File: config.mk
export PLATFORM = sky130hd
export DESIGN_NAME = data_mem_master
export DESIGN_NICKNAME = d
export VERILOG_FILES = /design/src/rtl/data_mem_master.sv
export SDC_FILE = /design/constraint.sdc
export NUM_CORES = 1
export LEC_CHECK = 0
export ABC_AREA = 1
export BUFFER_PORTS_ARGS = -buffer_cell sky130_fd_sc_hd__buf_2
export CAP_MARGIN = 30
export CORE_MARGIN = 1.5
export CORE_UTILIZATION = 50
export DETAILED_ROUTE_END_ITERATION = 8
export PLACE_DENSITY_LB_ADDON = 0.1
export SETUP_SLACK_MARGIN = 0.15
export SYNTH_ARGS = -nofsm -noshare
export SYNTH_HDL_FRONTEND = slang
export SYNTH_SLANG_ARGS = --single-unit
File: constraint.sdc
create_clock -name clk_i -period 10.3 [get_ports clk_i]
set_input_delay 0.515 -clock clk_i [delete_from_list [all_inputs] [get_ports clk_i]]
set_output_delay 0.515 -clock clk_i [all_outputs]
set_load 0.01 [all_outputs]
File: src/rtl/data_mem_master.sv
// rtl/data_mem_master.sv - load/store initiator for a word-port, little-endian data memory
// Sub-word stores are read-modify-write; faults are answered without touching memory.
module data_mem_master #(
  parameter int unsigned MEM_BYTES = 128
) (
  input  logic        clk_i,
  input  logic        rst_i,
  input  logic        req_valid_i,
  output logic        req_ready_o,
  input  logic        req_store_i,
  input  logic [1:0]  req_size_i,
  input  logic        req_unsigned_i,
  input  logic [31:0] req_addr_i,
  input  logic [31:0] req_wdata_i,
  output logic        resp_valid_o,
  output logic [31:0] resp_data_o,
  output logic        resp_err_o,
  output logic [31:0] mem_addr_o,
  output logic [31:0] mem_data_o,
  output logic        mem_read_o,
  output logic        mem_write_o,
  input  logic [31:0] mem_data_i
);

  localparam logic [31:0] LIMIT = MEM_BYTES;

  typedef enum logic [2:0] {
    IDLE, LOAD, RMWRD, RMWR, STWR, ERR, RESP
  } state_t;

  state_t      state_q, state_d;
  logic        ready_q, ready_d;
  logic        resp_valid_q, resp_valid_d;
  logic [31:0] resp_data_q, resp_data_d;
  logic        resp_err_q, resp_err_d;
  logic [31:0] mem_addr_q, mem_addr_d;
  logic [31:0] mem_data_q, mem_data_d;
  logic        mem_read_q, mem_read_d;
  logic        mem_write_q, mem_write_d;
  logic [1:0]  size_q, size_d;
  logic        unsigned_q, unsigned_d;
  logic [1:0]  lane_q, lane_d;
  logic [15:0] wdata_q, wdata_d;

  logic [31:0] req_word;
  logic [31:0] req_last;
  logic        misaligned;
  logic        out_of_range;
  logic        illegal_size;
  logic        req_bad;

  assign req_word     = {req_addr_i[31:2], 2'b00};
  assign req_last     = {req_addr_i[31:2], 2'b11};
  assign misaligned   = ((req_size_i == 2'b01) && req_addr_i[0]) ||
                        ((req_size_i == 2'b10) && (req_addr_i[1:0] != 2'b00));
  assign out_of_range = (req_last >= LIMIT);
  assign illegal_size = (req_size_i == 2'b11);
  assign req_bad      = misaligned || out_of_range || illegal_size;

  logic [7:0]  byte_sel;
  logic [15:0] half_sel;
  logic [31:0] load_ext;
  logic [31:0] merged;

  // Lane extraction and extension for loads.
  always_comb begin
    byte_sel = 8'h00;
    case (lane_q)
      2'd0: byte_sel = mem_data_i[7:0];
      2'd1: byte_sel = mem_data_i[15:8];
      2'd2: byte_sel = mem_data_i[23:16];
      default: byte_sel = mem_data_i[31:24];
    endcase
    half_sel = lane_q[1] ? mem_data_i[31:16] : mem_data_i[15:0];
    load_ext = mem_data_i;
    case (size_q)
      2'b00: load_ext = unsigned_q ? {24'h0, byte_sel} : {{24{byte_sel[7]}}, byte_sel};
      2'b01: load_ext = unsigned_q ? {16'h0, half_sel} : {{16{half_sel[15]}}, half_sel};
      default: load_ext = mem_data_i;
    endcase
  end

  // Store lane(s) spliced into the word just read back.
  always_comb begin
    merged = mem_data_i;
    if (size_q == 2'b00) begin
      case (lane_q)
        2'd0: merged[7:0]   = wdata_q[7:0];
        2'd1: merged[15:8]  = wdata_q[7:0];
        2'd2: merged[23:16] = wdata_q[7:0];
        default: merged[31:24] = wdata_q[7:0];
      endcase
    end else if (lane_q[1]) begin
      merged[31:16] = wdata_q;
    end else begin
      merged[15:0] = wdata_q;
    end
  end

  always_comb begin
    state_d      = state_q;
    ready_d      = 1'b0;
    resp_valid_d = 1'b0;
    resp_data_d  = 32'h0;
    resp_err_d   = 1'b0;
    mem_addr_d   = 32'h0;
    mem_data_d   = 32'h0;
    mem_read_d   = 1'b0;
    mem_write_d  = 1'b0;
    size_d       = size_q;
    unsigned_d   = unsigned_q;
    lane_d       = lane_q;
    wdata_d      = wdata_q;
    case (state_q)
      IDLE: begin
        ready_d = 1'b1;
        if (req_valid_i) begin
          ready_d    = 1'b0;
          size_d     = req_size_i;
          unsigned_d = req_unsigned_i;
          lane_d     = req_addr_i[1:0];
          wdata_d    = req_wdata_i[15:0];
          if (req_bad) begin
            state_d = ERR;
          end else if (!req_store_i) begin
            state_d    = LOAD;
            mem_read_d = 1'b1;
            mem_addr_d = req_word;
          end else if (req_size_i == 2'b10) begin
            state_d     = STWR;
            mem_write_d = 1'b1;
            mem_addr_d  = req_word;
            mem_data_d  = req_wdata_i;
          end else begin
            state_d    = RMWRD;
            mem_read_d = 1'b1;
            mem_addr_d = req_word;
          end
        end
      end
      LOAD: begin
        state_d      = RESP;
        resp_valid_d = 1'b1;
        resp_data_d  = load_ext;
      end
      RMWRD: begin
        state_d     = RMWR;
        mem_write_d = 1'b1;
        mem_addr_d  = mem_addr_q;
        mem_data_d  = merged;
      end
      RMWR, STWR: begin
        state_d      = RESP;
        resp_valid_d = 1'b1;
      end
      ERR: begin
        state_d      = RESP;
        resp_valid_d = 1'b1;
        resp_err_d   = 1'b1;
      end
      RESP: begin
        state_d = IDLE;
        ready_d = 1'b1;
      end
      default: begin
        state_d = IDLE;
        ready_d = 1'b1;
      end
    endcase
  end

  // Async reset also kills an in-flight write strobe before the next edge.
  always_ff @(posedge clk_i or posedge rst_i) begin
    if (rst_i) begin
      state_q      <= IDLE;
      ready_q      <= 1'b1;
      resp_valid_q <= 1'b0;
      resp_data_q  <= 32'h0;
      resp_err_q   <= 1'b0;
      mem_addr_q   <= 32'h0;
      mem_data_q   <= 32'h0;
      mem_read_q   <= 1'b0;
      mem_write_q  <= 1'b0;
      size_q       <= 2'b00;
      unsigned_q   <= 1'b0;
      lane_q       <= 2'b00;
      wdata_q      <= 16'h0;
    end else begin
      state_q      <= state_d;
      ready_q      <= ready_d;
      resp_valid_q <= resp_valid_d;
      resp_data_q  <= resp_data_d;
      resp_err_q   <= resp_err_d;
      mem_addr_q   <= mem_addr_d;
      mem_data_q   <= mem_data_d;
      mem_read_q   <= mem_read_d;
      mem_write_q  <= mem_write_d;
      size_q       <= size_d;
      unsigned_q   <= unsigned_d;
      lane_q       <= lane_d;
      wdata_q      <= wdata_d;
    end
  end

  assign req_ready_o  = ready_q;
  assign resp_valid_o = resp_valid_q;
  assign resp_data_o  = resp_data_q;
  assign resp_err_o   = resp_err_q;
  assign mem_addr_o   = mem_addr_q;
  assign mem_data_o   = mem_data_q;
  assign mem_read_o   = mem_read_q;
  assign mem_write_o  = mem_write_q;

endmodule

# Word-level counts from Yosys, hierarchy flattened
# Index checks and enable logic that the tools add are counted.
[totals]
regBits = 125
wordCells = 79
[op_classes]
n_lt_le_gt_ge = 1
eq_ne = 12
mux = 40
n_reduce_logical = 13
[op_table]
columns = ["cell", "n"]
rows = [
  ["32-bit 2-to-1 mux", 10],
  ["32-bit one-hot mux with 2 select lines", 3],
  ["16-bit 2-to-1 mux", 3],
  ["32-bit by 8-bit greater-or-equal comparator with 1-bit output, second input constant", 1],
  ["8-bit 2-to-1 mux", 4],
  ["8-bit one-hot mux with 3 select lines", 1],
  ["1-bit 2-to-1 mux", 12],
  ["3-bit 2-to-1 mux", 4],
  ["3-bit one-hot mux with 3 select lines", 1],
  ["2-bit by 1-bit equality test with 1-bit output, second input constant", 3],
  ["2-bit equality test, second input constant", 3],
  ["3-bit by 2-bit equality test with 1-bit output, second input constant", 2],
  ["3-bit equality test, second input constant", 2],
  ["5-bit OR reduction", 1],
  ["2-bit logical NOT", 2],
  ["1-bit one-hot mux with 2 select lines", 2],
  ["4-bit OR reduction", 1],
  ["3-bit by 1-bit equality test with 1-bit output, second input constant", 1],
  ["3-bit logical NOT", 1],
  ["1-bit logical OR", 3],
  ["3-bit OR reduction", 1],
  ["1-bit logical AND", 2],
  ["2-bit != test, second input constant", 1],
  ["2-bit AND reduction", 1],
  ["2-bit nonzero test", 1],
]

# Longest topological paths before layout
[logic_depth]
word_depth = 8
depth_mapped = 10
mapped_depth_nobuf = 9

# Worst setup path before layout
# No wires, ideal clock.
[synth_timing]
path_type = "input to register"
startpoint = "input port req_addr_i[9]"
endpoint = "register mem_data_q[12] (netlist: mem_data_o[12])"
setup_time_ns = 0.076
t_arrival_ns = 1.415
slack_ns = 8.809
stages = 6
n_path_buf = 1
path_cell_list = "nor3_1 nand3_1 nor3_4 nand2_2 buf_6 o21ai_1"
[synth_via]
elab_chain_len = 6
[synth_rtl]
columns = ["item", "line", "text"]
rows = [
  ["start, declared", "13", "input logic [31:0] req_addr_i,"],
  ["32-bit by 8-bit greater-or-equal comparator with 1-bit output", "56", "assign out_of_range = (req_last >= LIMIT);"],
  ["1-bit logical OR (2 in series)", "58", "assign req_bad = misaligned || out_of_range || illegal_size;"],
  ["32-bit 2-to-1 mux", "123", "if (req_bad) begin"],
  ["32-bit 2-to-1 mux", "117", "if (req_valid_i) begin"],
  ["32-bit one-hot mux with 2 select lines", "114", "case (state_q)"],
  ["net mem_data_d[12]", "37", "logic [31:0] mem_data_q, mem_data_d;"],
  ["end signal, assigned", "195", "mem_data_q <= mem_data_d;"],
  ["end, declared", "37", ""],
]
# The timed path passes the listed nets, and every way through them passes these cells.
# A chain may end at the register's enable or synchronous reset.

# Worst setup path after layout
[layout_timing]
startpoint = "register lane_q[1]"
endpoint = "register mem_data_q[15] (netlist: mem_data_o[15])"
[layout_via]
elab_chain_len = 4
word_cells_on_any_way = 5
[layout_rtl]
columns = ["item", "line", "text"]
rows = [
  ["start, declared", "42", "logic [1:0] lane_q, lane_d;"],
  ["start signal, assigned", "200", "lane_q <= lane_d;"],
  ["2-bit by 1-bit equality test with 1-bit output", "87", "case (lane_q)"],
  ["8-bit 2-to-1 mux", "87", ""],
  ["32-bit 2-to-1 mux (*)", "86", "if (size_q == 2'b00) begin"],
  ["32-bit one-hot mux with 2 select lines (*)", "114", ""],
  ["net mem_data_d[15]", "37", ""],
]
# Mark *: on every way through the listed nets, which the timed path passes. The rest lies on a longest branch.

==> metrics.md <==
| Metric | Value |
|---|---|
| Status | finished with violations |
| Failing checks | DRC |
| Worst-Margin Slew | 972 ps |
| Worst setup path class | flop to flop |
| Worst EP arrival | 3090 ps |
| Ys flop type | dfrtp_1 |
| Cell at the root of the clock tree | clkbuf_16 |
| Cells after Synth | 746 |
| Async S/R FF share, synth | 100% |
| Layout cell share with drive strength beyond 1 | 28.5% |
| Total global-route track usage | 29.6% |
| Nets | 1031 |
| Final WL | 18100 um |
| DRC | 14 |
| Mapped cell area | 6000 um2 |
| Vias in the first global route | 5479 |
| Die Span X | 113 um |
| Worst vdd ir | 138 uV |
| Clock buffer depth | 2 |
| Core Rows | 39 |
| Post-CTS Setup Inserts | 0 |
| Final core utilization | 65.9% |
| Clock Latency Late Sink | 420 ps |
| Die ar. | 12700 um2 |
| Hold buffer count at cts | 0 |
| FF+latch count, synth | 123 |
| Wire per inst | 16.7 um |
| Clock slew at reported path FFs | 60 ps |
| Max Cap Violations | 0 |
| Max Fclk | 362 MHz |
| Total power | 2.05 mW |
| # diodes | 0 |
| Final GP Congestion | 0.901 |
| Power Dens Cells | 268 nW/um2 |
| Startpoint types | flop |
| Setup total negative slack | 0 ps |
| CTS Sinks | 123 |
| PortBufs | 201 |
| Die Height | 113 um |
| Mean Syn Cell Area | 8.05 um2 |
| Post-CTS resize count | 0 |
| Grt total ovfl | 0 |
| Final Skew | 6.52 ps |
| Fin. max-slew vios | 0 |
| CTS tree | yes |
| CORE AREA | 11600 um2 |
| Vias per cell | 5.44 |
| Area growth syn-to-layout | 27.0% |
| Critical path fanouts, max | 34 |
| Relative slew slack | 35.1% |
| DP HPWL | 13300 um |
| Pin count of the biggest net entering global routing | 73 |
| Fin crit share | 26.8% |
| Worst hold path type | primary input to async pin |
| Synth Warn # | 0 |
| First-pass GRT wire length | 28800 um |
| Minimum clock period | 2760 ps |
| RSZ-0062 raised after global routing | no |
| Initial Utilization | 51.9% |
| Total CTS buffers | 17 |
| Crit. End Element | flop |
| Drt first-iter violations | 580 |
| Leak | 3.99 nW |
| Initial antenna violation count | 0 |
| Netlist cell types | 32 |
| Top-area cell type share of the netlist area | 50.9% |
| CP required | 10630 ps |
| DR vias | 5897 |
| Hold Violations, Final | 0 |
| Area leader, netlist | dfrtp_1 |
| I/O pin cnt | 204 |
| Detail Route Antenna Nets | 0 |
| 1st-pass router iterations | 9 |
| H-tree depth | 4 |
| Area contributors post-synth | dfrtp_1, o21ai_0, nand2_1 |
| Post-synth EDFFs | 0 |
| Sequential area share after synthesis | 51.3% |
| Finish-stage setup viols | 0 |
-- cell usage after synthesis, types with 2 or more instances --
master / instances
a21oi_1: 73
buf_2: 20
buf_4: 5
buf_6: 2
clkbuf_1: 19
clkinv_1: 2
dfrtp_1: 122
inv_1: 77
nand2_1: 129
nand2_2: 7
nand3_1: 21
nand4_1: 18
nor2_1: 71
nor2_2: 11
nor2_4: 3
o211ai_1: 8
o21ai_0: 126
o21ai_1: 11
o221ai_1: 2
o22ai_1: 7
-- routing by layer --
metal,track usage (%),up-vias,wire [um]
met1,40.7,2698,7550
li1,-,2827,-
met4,9.03,0,230
met3,8.59,22,1930
met5,0,-,0
met2,45.9,350,8420
-- metrics by stage --
stage / cell area (um2) / setup WS (ps) / hold WS (ps) / cells
2_1_floorplan: 6010 / 6520 / 516 / 747
4_1_cts: 7620 / 7600 / 150 / 1084
5_1_grt: 7620 / 7330 / 179 / 1084
3_3_place_gp: 7000 / 7190 / 460 / 1050
6_report: 7620 / 7540 / 147 / 1084
3_5_place_dp: 7040 / 7640 / 460 / 1052
-- sequential cells by signal, summed over array words and instances, names as in the netlist --
register      cells
lane_q            2
mem_addr_o       30
mem_data_o       32
mem_read_o        1
mem_write_o       1
req_ready_o       1
resp_data_o      32
resp_err_o        1
resp_valid_o      1
size_q            2
state_q           3
unsigned_q        1
wdata_q          16
-- cell type report --
cell class / instances / area (um2)
fill: 1011 / 3940
tap: 143 / 179
sequential: 123 / 3080
clock inverter: 12 / 124
timing repair buffer: 208 / 1090
inverter: 80 / 303
multi-input combinational: 498 / 2400
clock buffer: 20 / 457
-- cell families (layout without fill, tap and decap cells) --
| kind of cell | after synthesis | count (layout) | synth area share (%) |
|---|---|---|---|
| simple gates | 264 | 264 | 19.3 |
| compound gates | 232 | 232 | 20.4 |
| buf+inv | 126 | 320 | 8.86 |
| flops | 123 | 123 | 51.3 |
| other cells | 1 | 2 | 0.0625 |
-- placed cells by master (no fill, tap or decap), types with 2 or more instances in the layout --
master	instances
a21oi_1	73
buf_2	201
buf_4	5
bufinv_16	2
clkbuf_16	17
clkbuf_8	2
clkinv_1	2
clkinv_2	5
clkinvlp_4	4
conb_1	2
dfrtp_1	122
inv_1	76
nand2_1	129
nand2_2	7
nand3_1	21
nand4_1	18
nor2_1	70
nor2_2	12
nor2_4	3
o211ai_1	8
o21ai_0	126
o21ai_1	11
o221ai_1	2
o22ai_1	7
-- power by group --
part | internal [mW] | switching [mW] | total (mW)
Sequential | 0.583 | 0.0647 | 0.648
Combinational | 0.251 | 0.569 | 0.820
Clock | 0.366 | 0.213 | 0.579
Total | 1.20 | 0.847 | 2.05
-- worst max-delay path, stage by stage (launching register included) --
cell and delay, ps:
dfrtp_1 590, inv_1 600, buf_4 420, nand2_2 120, inv_1 330, o21ai_0 140
o21ai_0 270, nand2_1 100, o21ai_1 100
-- path summary, 6_finish.rpt --
| check | slack (ps) | end | cells past startpoint | startpoint |
|---|---|---|---|---|
| min in group clk_i | 300 | req_ready_o | 2 | req_valid_i |
| max reg2reg | 7540 | mem_data_o[15] | 8 | lane_q[1] |
| min | 150 | resp_data_o[16] | 2 | rst_i |
| max | 7540 | mem_data_o[15] | 8 | lane_q[1] |
| min reg2reg | 470 | mem_addr_o[4] | 2 | mem_addr_o[4] |
| max in group asynchronous | 9120 | req_ready_o | 4 | rst_i |
Note: power is estimated with default switching activity, not from simulation.
